[src/rtl/uart_tx_scheduler.sv]
// ---------------------------------------------------------------------------
// uart_tx_scheduler
//
// Purpose:
//   Shares one UART transmitter between two byte sources. The RX echo path
//   normally has priority. The status/message source wins once the echo path
//   has taken STARVE_LIMIT grants in a row while status was waiting. Each
//   byte is sent to the transmitter as a one-cycle start pulse. The scheduler
//   then waits for the transmitter busy flag to rise and then fall. When
//   CRLF_EXPAND is set, every echoed CR (0x0D) is followed by an LF (0x0A).
//   The LF is sent as part of the same transfer, so no other source can be
//   accepted between the CR and its LF.
//
// Parameters:
//   CRLF_EXPAND     1: append 0x0A after every echoed 0x0D, 0: pass through
//   STARVE_LIMIT    consecutive echo grants allowed while status waits (1..15)
//   TIMEOUT_CYCLES  cycles to wait for i_tx_busy to rise after a start pulse
//
// Ports:
//   i_clk           system clock
//   i_rst           synchronous active-high reset
//   i_echo_data     echo byte
//   i_echo_valid    echo byte available, held until accepted
//   o_echo_ready    echo byte accepted this cycle (combinational)
//   i_stat_data     status byte
//   i_stat_valid    status byte available, held until accepted
//   o_stat_ready    status byte accepted this cycle (combinational)
//   o_tx_data       byte presented to the transmitter
//   o_tx_start      one-cycle start pulse to the transmitter
//   i_tx_busy       transmitter is shifting (start bit through stop bit)
//   o_grant_owner   0 = echo, 1 = status owns the current or last transfer
//   o_timeout_err   sticky flag: transmitter never went busy (cleared by i_rst)
// ---------------------------------------------------------------------------
module uart_tx_scheduler #(
    parameter int CRLF_EXPAND    = 1,
    parameter int STARVE_LIMIT   = 4,
    parameter int TIMEOUT_CYCLES = 1200
) (
    input  logic       i_clk,
    input  logic       i_rst,
    input  logic [7:0] i_echo_data,
    input  logic       i_echo_valid,
    output logic       o_echo_ready,
    input  logic [7:0] i_stat_data,
    input  logic       i_stat_valid,
    output logic       o_stat_ready,
    output logic [7:0] o_tx_data,
    output logic       o_tx_start,
    input  logic       i_tx_busy,
    output logic       o_grant_owner,
    output logic       o_timeout_err
);

    localparam int               TMO_W      = (TIMEOUT_CYCLES > 1) ? $clog2(TIMEOUT_CYCLES) : 1;
    localparam logic [TMO_W-1:0] TMO_LAST   = TMO_W'(TIMEOUT_CYCLES - 1);
    localparam logic [3:0]       STARVE_MAX = 4'(STARVE_LIMIT);
    localparam logic [7:0]       CHAR_CR    = 8'h0D;
    localparam logic [7:0]       CHAR_LF    = 8'h0A;
    localparam bit               CRLF_EN    = (CRLF_EXPAND != 0);

    typedef enum logic [1:0] {
        IDLE      = 2'd0,
        LAUNCH    = 2'd1,
        WAIT_BUSY = 2'd2,
        WAIT_DONE = 2'd3
    } state_t;

    state_t           r_state;
    state_t           w_state_next;
    logic [7:0]       r_tx_data;
    logic [7:0]       w_tx_data_next;
    logic             r_grant_owner;
    logic             w_grant_owner_next;
    logic             r_lf_pending;
    logic             w_lf_pending_next;
    logic             r_timeout_err;
    logic             w_timeout_err_next;
    logic [TMO_W-1:0] r_tmo_cnt;
    logic [TMO_W-1:0] w_tmo_cnt_next;
    logic [3:0]       r_starve_cnt;
    logic [3:0]       w_starve_cnt_next;

    logic             w_arb_ok;
    logic             w_stat_forced;
    logic             w_echo_grant;
    logic             w_stat_grant;

    // Arbitration only happens in IDLE while the transmitter is quiet. Reset
    // masks it, so no handshake is ever signalled while the block is held in
    // reset. Status is forced to win only after echo has used up its run of
    // grants. Otherwise echo has priority. The two grants are mutually
    // exclusive by construction.
    always_comb begin
        w_arb_ok      = (r_state == IDLE) && !i_tx_busy && !i_rst;
        w_stat_forced = i_stat_valid && (r_starve_cnt == STARVE_MAX);
        w_echo_grant  = w_arb_ok && i_echo_valid && !w_stat_forced;
        w_stat_grant  = w_arb_ok && i_stat_valid && !w_echo_grant;
    end

    // The starvation counter counts echo grants taken while status was
    // waiting. It clears as soon as status is served or stops asking. It
    // saturates at the limit, where status is guaranteed the next grant.
    always_comb begin
        w_starve_cnt_next = r_starve_cnt;
        if (w_stat_grant || !i_stat_valid) begin
            w_starve_cnt_next = 4'd0;
        end else if (w_echo_grant && (r_starve_cnt != STARVE_MAX)) begin
            w_starve_cnt_next = r_starve_cnt + 4'd1;
        end
    end

    // Next-state and datapath logic for the transfer sequencer.
    // A timeout in WAIT_BUSY drops the byte and any pending LF. WAIT_DONE
    // has no timeout, because a transmitter that has gone busy always
    // finishes its frame. A pending LF goes straight back to LAUNCH without
    // passing through IDLE, so no source is accepted between the CR and its LF.
    always_comb begin
        w_state_next       = r_state;
        w_tx_data_next     = r_tx_data;
        w_grant_owner_next = r_grant_owner;
        w_lf_pending_next  = r_lf_pending;
        w_timeout_err_next = r_timeout_err;
        w_tmo_cnt_next     = r_tmo_cnt;

        case (r_state)
            IDLE: begin
                if (w_echo_grant) begin
                    w_tx_data_next     = i_echo_data;
                    w_grant_owner_next = 1'b0;
                    w_lf_pending_next  = CRLF_EN && (i_echo_data == CHAR_CR);
                    w_state_next       = LAUNCH;
                end else if (w_stat_grant) begin
                    w_tx_data_next     = i_stat_data;
                    w_grant_owner_next = 1'b1;
                    w_lf_pending_next  = 1'b0;
                    w_state_next       = LAUNCH;
                end
            end

            LAUNCH: begin
                w_tmo_cnt_next = '0;
                w_state_next   = WAIT_BUSY;
            end

            WAIT_BUSY: begin
                if (i_tx_busy) begin
                    w_state_next = WAIT_DONE;
                end else if (r_tmo_cnt == TMO_LAST) begin
                    w_timeout_err_next = 1'b1;
                    w_lf_pending_next  = 1'b0;
                    w_state_next       = IDLE;
                end else begin
                    w_tmo_cnt_next = r_tmo_cnt + 1'b1;
                end
            end

            WAIT_DONE: begin
                if (!i_tx_busy) begin
                    if (r_lf_pending) begin
                        w_tx_data_next    = CHAR_LF;
                        w_lf_pending_next = 1'b0;
                        w_state_next      = LAUNCH;
                    end else begin
                        w_state_next = IDLE;
                    end
                end
            end

            default: begin
                w_state_next = IDLE;
            end
        endcase
    end

    // State and datapath registers. Reset aborts any transfer in progress
    // and discards a pending LF.
    always_ff @(posedge i_clk) begin
        if (i_rst) begin
            r_state       <= IDLE;
            r_tx_data     <= 8'h00;
            r_grant_owner <= 1'b0;
            r_lf_pending  <= 1'b0;
            r_timeout_err <= 1'b0;
            r_tmo_cnt     <= '0;
            r_starve_cnt  <= 4'd0;
        end else begin
            r_state       <= w_state_next;
            r_tx_data     <= w_tx_data_next;
            r_grant_owner <= w_grant_owner_next;
            r_lf_pending  <= w_lf_pending_next;
            r_timeout_err <= w_timeout_err_next;
            r_tmo_cnt     <= w_tmo_cnt_next;
            r_starve_cnt  <= w_starve_cnt_next;
        end
    end

    assign o_echo_ready  = w_echo_grant;
    assign o_stat_ready  = w_stat_grant;
    assign o_tx_start    = (r_state == LAUNCH);
    assign o_tx_data     = r_tx_data;
    assign o_grant_owner = r_grant_owner;
    assign o_timeout_err = r_timeout_err;

endmodule

[config.mk]
export PLATFORM = sky130hd
export DESIGN_NAME = uart_tx_scheduler
export DESIGN_NICKNAME = d
export VERILOG_FILES = /design/src/rtl/uart_tx_scheduler.sv
export SDC_FILE = /design/constraint.sdc
export NUM_CORES = 1
export LEC_CHECK = 0
export BUFFER_PORTS_ARGS = -buffer_cell sky130_fd_sc_hd__buf_2
export CAP_MARGIN = 20
export CORE_ASPECT_RATIO = 1.1
export CORE_MARGIN = 3
export CORE_UTILIZATION = 56
export CTS_BUF_LIST = sky130_fd_sc_hd__clkbuf_2
export CTS_CLUSTER_SIZE = 14
export DETAILED_ROUTE_END_ITERATION = 8
export PLACE_DENSITY = 0.85
export SYNTH_ARGS = -nofsm -noshare
export SYNTH_HDL_FRONTEND = slang
export SYNTH_SLANG_ARGS = --single-unit
export TNS_END_PERCENT = 30
[constraint.sdc]
create_clock -name i_clk -period 2.5 [get_ports i_clk]
set_input_delay 0.125 -clock i_clk [delete_from_list [all_inputs] [get_ports i_clk]]
set_output_delay 0.125 -clock i_clk [all_outputs]
set_load 0.01 [all_outputs]
==> results.cfg <==
[run_status]
status = finished, final reports clean

[run]
cap_violations = 0

[cts]
ctsHtreeMaxLevel = 1
cts_resized = 0
cts.path.max_buffers = 2
cts_root_buf = clkbuf_2
cts_tree = done
post_cts_buffers = 0
cts_sinks = 28
clock_latency_ns = 0.36
ctsHoldBuffers = 0
cts_buffers = 3
path_clk_slew_ns = 0.24

[setup_path]
cp_num_buf_inv = 3
end_kind = primary output
cp_common_cell = inv_1
crit_arrival_ns = 2.09
startpoint_type = flip-flop
r2r_start = r_state[0]
startpoint = r_state[0]
slowest_delay_ns = 0.49
crit_chain = inv_1, ha_1, nand4bb_4, a21o_1, inv_1, buf_2
required_ns = 2.38
crit_type = reg2out
reg2reg_setup_slack_ns = 0.30
crit_family = flip-flops
crit_end = o_echo_ready
path_depth = 6
crit_path_top_delay_cell = dfxtp_1
worstReg2RegEnd = o_tx_data[3]
critPathMaxFanout = 11
worstRegToRegCells = 6

[floorplanning]
dieArea_mm2 = 0.00352
core_area_mm2 = 0.00262
ios = 34
die_h_um = 62.0
placementRows = 19
initial_core_util = 0.610
fp.dieW_um = 56.9

[sta]
fmax_mhz = 452
slew_headroom = 0.705
rsz0062_at_grt = no
fin_crit_ns = 2.21
fin_worst_skew_ns = 0.00238
tightestPinTransition_ns = 0.440
slew_viol_final = 0
finalHoldViolCount = 0
fin_setup_tns_ns = 0
period_share = 0.885
setup_violations = 0

[drt]
routedWlPerCell_um = 15.2
drt_iter0_drc = 113
post_drt_via_cell_ratio = 6.27
ant_nets = 0
wl_mm = 3.59
firstDrtPassIters = 4
drcViolationCount = 0
vias = 1487

[grt]
grt_pass1_vias = 1440
grt_pass1_wl_mm = 6.15
antenna_found_initial = 0
grt-ovfl-total = 0
grt_util_all_layers = 0.220
grt_max_degree = 19

[placement]
io_buffer_count = 33
place_area_mm2 = 0.00176
routabilityCongestion = 0.847
hpwlAfterDp_mm = 2.81

[synth]
synth_seq_cells = 28
netlist_instances = 175
yosysTopAreaCell = dfxtp_1
yosys_warnings = 0
synth_edf_count = 0
synth_top_cell_area_share = 0.352
ys_types = 54
synth_nets = 204
synth_seq_area_share = 0.352
ys.flop_type = dfxtp_1
avgSynthCellArea_um2 = 9.11
synth.most_common_cell = dfxtp_1
syn-cell-area_mm2 = 0.00159
async_reset_ff_frac = 0
ys_top_cells_by_area = dfxtp_1, ha_1, mux2i_1
netlist_top_cells_count = dfxtp_1, nor2_1, nand2_1, nand3_1

[finish]
drive_gt1_frac = 0.233
n_antenna_cell = 0
syn_to_final_growth_pct = 11.9
nets = 236
stdcell_area_mm2 = 0.00178

[power]
p_leak_nw = 0.761
cellPowerDensity_mw_per_mm2 = 540
irDropWorstVdd_mv = 0.473

[hold_path]
hold_path.class = in2reg
-- area by class of cell --
type / count / area, um^2
Clock buffer: 3 / 15.0
Tap cell: 31 / 38.8
Fill cell: 216 / 832
Sequential cell: 28 / 561
Inverter: 7 / 26.3
Multi-Input combinational cell: 134 / 973
Timing Repair Buffer: 33 / 165
Clock inverter: 1 / 3.75
-- metrics by stage --
step                std cells  hold WS, ns  power (mW)  worst slack [ns]  utilization
floorplan                 175        0.300       0.713             0.611            -
global placement          233        0.398       0.797             0.477        0.673
detailed placement        233        0.413       0.805             0.385        0.673
CTS                       237      0.00723       0.968             0.223        0.680
global route              237       0.0294        1.02            0.0800        0.682
finish                    237       0.0115       0.963             0.287        0.682
-- cell families (layout without fill, tap and decap cells) --
kind of cell,Yosys count,count (layout),synth area share
fa+ha+maj,8,8,0.0628
buf+inv,13,44,0.0408
xor+xnor,1,1,0.00550
mux,12,12,0.0785
simple gates,71,71,0.261
compound gates,42,42,0.199
flops,28,28,0.352
-- state kept, by name, indices dropped and copies added, names as in the netlist --
register,flops
r_starve_cnt,4
o_grant_owner,1
r_lf_pending,1
r_state,2
r_tmo_cnt,11
o_tx_data,8
o_timeout_err,1
-- metal layers --
| metal | GRT usage | share of wire |
|---|---|---|
| met1 | 0.252 | 0.41 |
| met2 | 0.413 | 0.51 |
| met3 | 0.0310 | 0.056 |
| met5 | 0 | 0 |
| met4 | 0.103 | 0.018 |
-- worst min path at each step --
stage / from / end / cells past startpoint
after floorplan: i_echo_data[0] / o_tx_data[0] / 2
after global routing: i_stat_data[0] / o_tx_data[0] / 3
after global placement: i_stat_data[0] / o_tx_data[0] / 3
final: i_stat_data[0] / o_tx_data[0] / 3
after CTS: i_stat_data[0] / o_tx_data[0] / 3
after detailed placement: i_stat_data[6] / o_tx_data[6] / 3
-- worst min-delay path: stages --
cell,delay (ns)
buf_2,0.07
mux2i_1,0.05
o2bb2ai_1,0.11
-- power by group --
part / switching (mW) / leakage [nW] / internal, mW
Combinational: 0.165 / 0.520 / 0.122
Clock: 0.128 / 0.0140 / 0.0347
Sequential: 0.0249 / 0.228 / 0.487
Total: 0.319 / 0.761 / 0.644
-- cell usage in the layout, fill, tap and decap left out, types with 2 or more instances in the layout --
cell and instances:
and2_1 3, inv_1 6, ha_1 8, nand2_1 11
nand3_1 11, o2bb2ai_1 7, clkinv_1 2, nor3_1 6
a211oi_1 2, and3b_1 2, a21o_1 2, o211ai_1 2
o21a_1 3, nor2_1 15, a21oi_1 8, mux2_2 4
mux2i_1 8, dfxtp_1 28, clkbuf_2 3, a31oi_1 2
o221a_2 2, o21ai_0 2, nand4_1 4, buf_2 33
nand2b_1 2, or2_2 2
Note: power is estimated with default switching activity, not from simulation.
